**config.mk**
```make
export PLATFORM = sky130hd
export DESIGN_NAME = reset_sequencer
export DESIGN_NICKNAME = d
export VERILOG_FILES = /design/src/rtl/reset_sequencer.sv
export SDC_FILE = /design/constraint.sdc
export NUM_CORES = 1
export LEC_CHECK = 0
export ABC_AREA = 0
export CORE_MARGIN = 10
export CORE_UTILIZATION = 45
export CTS_BUF_LIST = sky130_fd_sc_hd__clkbuf_2
export DETAILED_ROUTE_END_ITERATION = 7
export GPL_ROUTABILITY_DRIVEN = 0
export PLACE_DENSITY_LB_ADDON = 0.12
export SYNTH_ARGS = -nofsm -noshare
export SYNTH_HDL_FRONTEND = slang
export SYNTH_SLANG_ARGS = --single-unit
```
**constraint.sdc**
```tcl
create_clock -name clk -period 2.6 [get_ports clk]
set_input_delay 0.52 -clock clk [delete_from_list [all_inputs] [get_ports clk]]
set_output_delay 0.52 -clock clk [all_outputs]
set_load 0.01 [all_outputs]
```
**src/rtl/reset_sequencer.sv**
```systemverilog
// rtl/reset_sequencer.sv - PLL-lock qualified, staggered release of domain resets
//
// Waits for a filtered PLL lock, then releases N_OUT active-low domain resets
// one at a time, GAP clk cycles apart, bit 0 first. Loss of lock or a soft
// reset request drops every output at once and restarts the sequence.
//
// Optional feature macro: RSTSEQ_LOCK_LOST_EN
//   defined   - lock_lost is a sticky flag set when lock is lost while in RUN,
//               cleared only by resetn.
//   undefined - lock_lost is tied low and no flag logic is built.
//
// Parameters:
//   N_OUT      number of sequenced reset outputs (1..8)
//   LOCK_FILT  cycles the synchronised lock must stay high before sequencing (>=1)
//   GAP        clk cycles between successive releases (>=1)
//
// Ports:
//   clk        sequencer clock
//   resetn     asynchronous active-low reset, deassertion sampled by clk
//   pll_lock   PLL lock, asynchronous to clk
//   soft_rst   synchronous active-high re-sequence request
//   rst_n_out  active-low domain resets, bit 0 released first
//   seq_done   high while every rst_n_out bit is released
//   state_o    current state: HOLD=0, FILTER=1, RELEASE=2, RUN=3
//   lock_lost  sticky lock-loss flag (see macro above)

module reset_sequencer #(
    parameter int N_OUT     = 3,
    parameter int LOCK_FILT = 8,
    parameter int GAP       = 16
) (
    input  logic             clk,
    input  logic             resetn,
    input  logic             pll_lock,
    input  logic             soft_rst,
    output logic [N_OUT-1:0] rst_n_out,
    output logic             seq_done,
    output logic [1:0]       state_o,
    output logic             lock_lost
);

    localparam logic [1:0] S_HOLD    = 2'd0;
    localparam logic [1:0] S_FILTER  = 2'd1;
    localparam logic [1:0] S_RELEASE = 2'd2;
    localparam logic [1:0] S_RUN     = 2'd3;

    // Counters must hold max(LOCK_FILT, GAP)-1 without wrapping.
    localparam int MAX_CNT = (LOCK_FILT > GAP) ? LOCK_FILT : GAP;
    localparam int CW      = (MAX_CNT > 1) ? $clog2(MAX_CNT) : 1;
    localparam int SW      = $clog2(N_OUT + 1);

    localparam logic [CW-1:0] FILT_LAST  = CW'(LOCK_FILT - 1);
    localparam logic [CW-1:0] GAP_LAST   = CW'(GAP - 1);
    localparam logic [SW-1:0] STAGE_LAST = SW'(N_OUT - 1);

    // Two-flop synchroniser for the asynchronous lock input.
    logic             r_sync1;
    logic             r_lock_s;

    logic [1:0]       r_state;
    logic [CW-1:0]    r_fcnt;
    logic [CW-1:0]    r_gcnt;
    logic [SW-1:0]    r_stage;
    logic [N_OUT-1:0] r_rst_n;

    logic [1:0]       w_state;
    logic [CW-1:0]    w_fcnt;
    logic [CW-1:0]    w_gcnt;
    logic [SW-1:0]    w_stage;
    logic [N_OUT-1:0] w_rst_n;
    logic             w_abort;
    logic             w_step;
    logic [CW-1:0]    w_gap_base;

    always_ff @(posedge clk or negedge resetn) begin
        if (!resetn) begin
            r_sync1  <= 1'b0;
            r_lock_s <= 1'b0;
        end else begin
            r_sync1  <= pll_lock;
            r_lock_s <= r_sync1;
        end
    end

    assign w_abort = !r_lock_s || soft_rst;

    // The HOLD->FILTER edge already counts as the first filter cycle, so the
    // last filter cycle is also the first gap cycle: leaving FILTER runs one
    // gap step with a gap base of zero. This lines the first release up with
    // LOCK_FILT+GAP cycles after lock is seen, and lets GAP=1 release bit 0 on
    // the very edge that leaves FILTER.
    always_comb begin
        w_state    = r_state;
        w_fcnt     = r_fcnt;
        w_gcnt     = r_gcnt;
        w_stage    = r_stage;
        w_rst_n    = r_rst_n;
        w_step     = 1'b0;
        w_gap_base = r_gcnt;

        case (r_state)
            S_HOLD: begin
                w_rst_n = '0;
                w_fcnt  = '0;
                w_gcnt  = '0;
                w_stage = '0;
                if (r_lock_s && !soft_rst) begin
                    w_state = S_FILTER;
                end
            end
            S_FILTER: begin
                if (w_abort) begin
                    w_state = S_HOLD;
                    w_rst_n = '0;
                    w_fcnt  = '0;
                    w_gcnt  = '0;
                    w_stage = '0;
                end else if (r_fcnt == FILT_LAST) begin
                    w_step     = 1'b1;
                    w_gap_base = '0;
                    w_fcnt     = '0;
                end else begin
                    w_fcnt = r_fcnt + CW'(1);
                end
            end
            S_RELEASE: begin
                if (w_abort) begin
                    w_state = S_HOLD;
                    w_rst_n = '0;
                    w_fcnt  = '0;
                    w_gcnt  = '0;
                    w_stage = '0;
                end else begin
                    w_step = 1'b1;
                end
            end
            S_RUN: begin
                if (w_abort) begin
                    w_state = S_HOLD;
                    w_rst_n = '0;
                    w_fcnt  = '0;
                    w_gcnt  = '0;
                    w_stage = '0;
                end
            end
            default: begin
                w_state = S_HOLD;
                w_rst_n = '0;
                w_fcnt  = '0;
                w_gcnt  = '0;
                w_stage = '0;
            end
        endcase

        // Gap step: only reached when no abort is pending, so an abort in the
        // same cycle as a release always wins.
        if (w_step) begin
            if (w_gap_base == GAP_LAST) begin
                for (int k = 0; k < N_OUT; k++) begin
                    if (r_stage == SW'(k)) begin
                        w_rst_n[k] = 1'b1;
                    end
                end
                w_gcnt = '0;
                if (r_stage == STAGE_LAST) begin
                    w_state = S_RUN;
                end else begin
                    w_stage = r_stage + SW'(1);
                    w_state = S_RELEASE;
                end
            end else begin
                w_gcnt  = w_gap_base + CW'(1);
                w_state = S_RELEASE;
            end
        end
    end

    always_ff @(posedge clk or negedge resetn) begin
        if (!resetn) begin
            r_state <= S_HOLD;
            r_fcnt  <= '0;
            r_gcnt  <= '0;
            r_stage <= '0;
            r_rst_n <= '0;
        end else begin
            r_state <= w_state;
            r_fcnt  <= w_fcnt;
            r_gcnt  <= w_gcnt;
            r_stage <= w_stage;
            r_rst_n <= w_rst_n;
        end
    end

    assign rst_n_out = r_rst_n;
    assign seq_done  = (r_state == S_RUN);
    assign state_o   = r_state;

`ifdef RSTSEQ_LOCK_LOST_EN
    logic r_lock_lost;

    // Only a lock drop out of RUN sets the flag; soft_rst aborts do not.
    always_ff @(posedge clk or negedge resetn) begin
        if (!resetn) begin
            r_lock_lost <= 1'b0;
        end else if ((r_state == S_RUN) && !r_lock_s) begin
            r_lock_lost <= 1'b1;
        end
    end

    assign lock_lost = r_lock_lost;
`else
    assign lock_lost = 1'b0;
`endif

endmodule

```
# ---- Yosys cells after proc, flatten, opt, wreduce, memory -nomap -nowiden
# Index checks and enable logic that the tools add are counted.
dict set report word_totals {
  ff_bits 17
  in_bits 4
  word_cells 61
}
dict set report classes {
  addsub 3
  n_eq_ne 10
  n_mux 32
  reduce_logical 9
}
# cell n
set op_table {}
lappend op_table {{$mux 4} 8}
lappend op_table {{$mux 2} 8}
lappend op_table {{$pmux 4 s3} 1}
lappend op_table {{$mux 3} 3}
lappend op_table {{$add 4x1->4 const B} 2}
lappend op_table {{$pmux 2 s2} 2}
lappend op_table {{$pmux 4 s2} 1}
lappend op_table {{$mux 1} 7}
lappend op_table {{$eq 2x2->1 const B} 3}
lappend op_table {{$pmux 3 s2} 1}
lappend op_table {{$eq 2x1->1 const B} 2}
lappend op_table {{$eq 4x3->1 const B} 1}
lappend op_table {{$eq 4x4->1 const B} 1}
lappend op_table {{$logic_not 2->1} 2}
lappend op_table {{$ne 3x1->1 const B} 1}
lappend op_table {{$ne 3x3->1 const B} 1}
lappend op_table {{$reduce_or 3->1} 1}
lappend op_table {{$add 2x1->2 const B} 1}
lappend op_table {{$logic_not 1->1} 2}
lappend op_table {{$ne 2x1->1 const B} 1}
lappend op_table {{$pmux 1 s2} 1}
lappend op_table {{$reduce_and 2->1} 1}
lappend op_table {{$reduce_or 2->1} 1}
lappend op_table {{$logic_and 1x1->1} 1}
lappend op_table {{$logic_or 1x1->1} 1}

# ---- Logic depth before layout (Yosys ltp)
dict set report logic_depth {
  word_depth 7
  mapped_depth 9
}

# ---- Least setup slack after synthesis
# No wires, ideal clock.
dict set report synth_path {
  kind {reg-to-reg}
  start {reg r_fcnt[0]}
  end {reg r_state[0], in the netlist state_o[0]}
  t_arrival_ns 2.127
  required_time_ns 2.534
  setup_slack_ns 0.407
  stages_incl_launch_ff 10
  cell_sequence {dfrtp_1 -> ha_1 -> and3b_1 -> nand3_1 -> and2_1 -> ha_1 -> nand4_1 -> a2111o_1 -> nor3b_2 -> o32a_1}
}
dict set report synth_via {
  elab_chain_len 7
  elab_cells_between_ends 13
  cone_classes {eq/ne (4); mux (8); reduce/logical (1)}
}
# element line
set synth_lines {}
lappend synth_lines {{from (decl)} 61} ;# logic [CW-1:0] r_fcnt;
lappend synth_lines {{from (signal assigned)} 187} ;# r_fcnt <= w_fcnt;
lappend synth_lines {{$eq 4x3->1 (*)} 118} ;# end else if (r_fcnt == FILT_LAST) begin
lappend synth_lines {{$mux 4} 118}
lappend synth_lines {{$mux 4} 112} ;# if (w_abort) begin
lappend synth_lines {{$mux 4} 101} ;# case (r_state)
lappend synth_lines {{$eq 4x4->1} 158} ;# if (w_gap_base == GAP_LAST) begin
lappend synth_lines {{$mux 2} 158}
lappend synth_lines {{$mux 2} 157} ;# if (w_step) begin
lappend synth_lines {{to (signal assigned)} 186} ;# r_state <= w_state;
lappend synth_lines {{to (decl)} 60} ;# logic [1:0] r_state;
# Every way passes the cells marked *; elsewhere a longest branch is shown, timed or not.
# A chain may end at the register's enable or synchronous reset.

# ---- Worst setup path after layout
# Same ends and word-level chain as after synthesis.

==> key figures <==
Layout
  – Commonest non-fill, non-tap cell in the layout: dfrtp_1
  – Post-Layout Cell Count: 134
  – Share of cells above drive strength 1: about an eighth
  – Register Area: 425 sq um
  – NumNets Final: 119
  – Ant. Diodes: 0
  – Most frequent cells in the layout: 17 x dfrtp_1, 9 x clkdlybuf4s50_1, 7 x a21oi_1, 7 x ha_1, 6 x nand2_1
  – Syn-to-layout area delta: 15.8%
  – Fill count: 178
  – Area of the multi-input gates: approximately 490 sq um

Clock network
  – Postcts setup bufs: 0
  – Hold_buf cts: 0
  – Worst skew pair latency: 0.31 ns
  – Number of CTS-inserted buffers: 3
  – CTS Buffer Depth: 2
  – TritonCTS clock tree: yes
  – Reg clk slew, reported paths: around 0.18 ns
  – Clock root buffer: clkbuf_2
  – Clock sinks: 17
  – # H-tree levels: 1
  – Resize count post-CTS: 0

STA
  – Final Max Slew Viols: 0
  – Minimum clock period: 2.35 ns
  – Final period util: 90.5%
  – Slew @ Worst Pin: 0.756 ns
  – F_max: 0.425 GHz
  – Clock Skews: 0.0151 ns
  – Setup Viol. Count Final: 0
  – Setup_tns: 0 ns
  – Unrepaired setup endpoints after global routing: no
  – Worst rel slew slack: slightly below 50%
  – Fin. Hold Viols: 0

Yosys
  – Synth Cell Area: 967 sq um
  – Synthesized area per cell: 10.5 sq um
  – Ys Warns: 0
  – Cell variety after synth: 41
  – Cells after Synth: 92
  – Sequential cell area fraction in the yosys report: between 40% and 50%
  – Net Count, Synth: just over 100
  – Post-synthesis register bit count: 17

Worst setup path
  – CP Data Required Time: 2.87 ns
  – Worst-path cell chain: ha_1 -> and3b_1 -> nand3_1 -> and2_1 -> ha_1 -> nand4_1 -> a2111o_1 -> nor3b_2 -> o32a_1
  – Crit-path max FO: 6
  – Worst Path Buf+Inv: 0
  – Slowest-stage cell, CP: a2111o_1
  – CP endpoint kind: flip-flop
  – Startpoint types: flip-flop
  – Critical path's most frequent cell: ha_1
  – WP data arrival: 2.62 ns
  – Crit-path max cell delay: ~0.45 ns
  – CP Class: reg2reg
  – CP delay by family, top: simple AND/OR/NAND/NOR gates

Placement
  – DP Cell Count: 130
  – Port Buffers: 9
  – DP HPWL: 1390 microns

Route
  – Highest Signal Layer: met4
  – Vias: ~720
  – Detailed Routing Iterations Pass 1: 3
  – Wire length per cell: 13.4 microns
  – Drt initial violations: 11
  – Met3 Wirelength: 118 microns
  – WL final: 1800 microns
  – Met2 WL: around 850 microns
  – DRC viols: 0
  – Post-route ant nets: 0
  – Met1 wire length: 826 microns
  – Vias per inst: 5.35

Global route
  – Vias in the first global route: 709
  – Tot GR Track Use: 9.16%
  – Global-route wire length before repair: about 3200 microns
  – Largest net degree at the start of global routing: 18
  – Initial antenna violation count: 0
  – GRT Residual Overflow: 0

Floorplanning
  – IO Pins: 11
  – Core area: roughly 2000 sq um
  – Die width: 66.4 microns
  – Die H: 66.4 microns
  – Die ar.: around 4400 sq um
  – Row Count: 16
  – Initial core utilization: 48.3%

Power and ir drop
  – Leakage: 0.550 nW
  – Max IR drop VDD: 0.000325 V
  – Final Power: approximately 0.58 mW
  – Pwr dens: 517 nW/um^2

Outcome
  – Status: finished, final reports clean

Job
  – Number of max-cap violations: 0

Hold path
  – Tightest Hold Check Type: reg2reg
==> synthesized netlist by cell type <==
cell	n	area, sq um
o211ai_1	1	7.51
nor2_1	4	15.0
buf_4	1	7.51
inv_1	5	18.8
o21ai_1	3	15.0
a31o_1	1	8.76
nand4_1	1	6.26
nor3b_1	1	7.51
and2_1	2	12.5
clkbuf_1	1	3.75
o31ai_1	2	15.0
a21oi_1	7	35.0
o211a_1	1	10.0
nor2_8	1	20.0
nor2b_1	1	6.26
dfrtp_1	17	425
nor3b_2	1	12.5
nor3_1	3	15.0
nand2_1	6	22.5
o211ai_2	1	12.5
nand4b_1	1	8.76
buf_12	1	20.0
nand2b_1	2	12.5
and2b_2	1	8.76
a21o_1	2	15.0
mux2i_1	1	10.0
o21ai_0	1	5.00
ha_1	7	87.6
nand3_1	4	20.0
a2111o_1	1	11.3
nor4b_1	1	8.76
or2_1	1	6.26
o32a_1	1	10.0
and3_1	1	6.26
a211o_1	1	8.76
or3_1	1	6.26
and4b_4	1	13.8
a32o_1	1	10.0
a2bb2oi_1	1	8.76
and3b_1	1	8.76
conb_1	1	3.75
==> cells by family (layout without fill, tap and decap cells) <==
logic type	after synthesis	after routing	synth area share, %
simple gates	34	34	22.5
compound gates	24	24	17.9
flops	17	17	44.0
buf+inv	8	23	5.17
fa+ha+maj	7	7	9.06
other cells	1	1	0.388
mux	1	1	1.03
==> through the flow <==
step / area (sq um) / setup WS [ns] / hold WS (ns) / util [%]
after floorplan: 967 / 0.407 / 0.224 / -
after global placement: 1100 / -0.0403 / 0.336 / 54.8
after detailed placement: 1100 / -0.0884 / 0.340 / 54.8
after CTS: 1120 / 0.234 / 0.382 / 55.9
after global routing: 1120 / 0.109 / 0.397 / 55.9
final: 1120 / 0.246 / 0.376 / 55.9
==> routing by layer <==
metal	up-vias	track usage [%]
li1	363	-
met3	2	4.92
met4	0	2.36
met1	343	9.63
met5	-	0
met2	9	15.6
==> worst paths after layout <==
path / slack (ns) / end / cells after the start / start
min: 0.38 / r_lock_s / 0 / r_sync1
min reg2reg: 0.38 / r_lock_s / 0 / r_sync1
max reg2reg: 0.25 / state_o[0] / 9 / r_fcnt[0]
max in group asynchronous: 1.49 / r_gcnt[0] / 1 / resetn
min in group asynchronous: 0.62 / r_fcnt[3] / 1 / resetn
max: 0.25 / state_o[0] / 9 / r_fcnt[0]
==> report_power, final <==
part,internal [mW],switching (mW),total (mW)
clock,0.0359,0.0889,0.125
combinational,0.0718,0.0898,0.162
sequential,0.277,0.0148,0.292
==> state kept, by name (all words and copies together) (netlist names) <==
signal     flops
r_stage        2
r_sync1        1
r_gcnt         4
r_fcnt         4
state_o        2
r_lock_s       1
rst_n_out      3
==> final cells by class <==
cell class,instances,share of cell area (%)
multi-input combinational,67,43.9
sequential,17,38.0
timing repair buffer,14,11.4
tap,27,3.02
inverter,5,1.68
clock buffer,3,1.34
clock inverter,1,0.670
(Power assumes the default switching activity.)
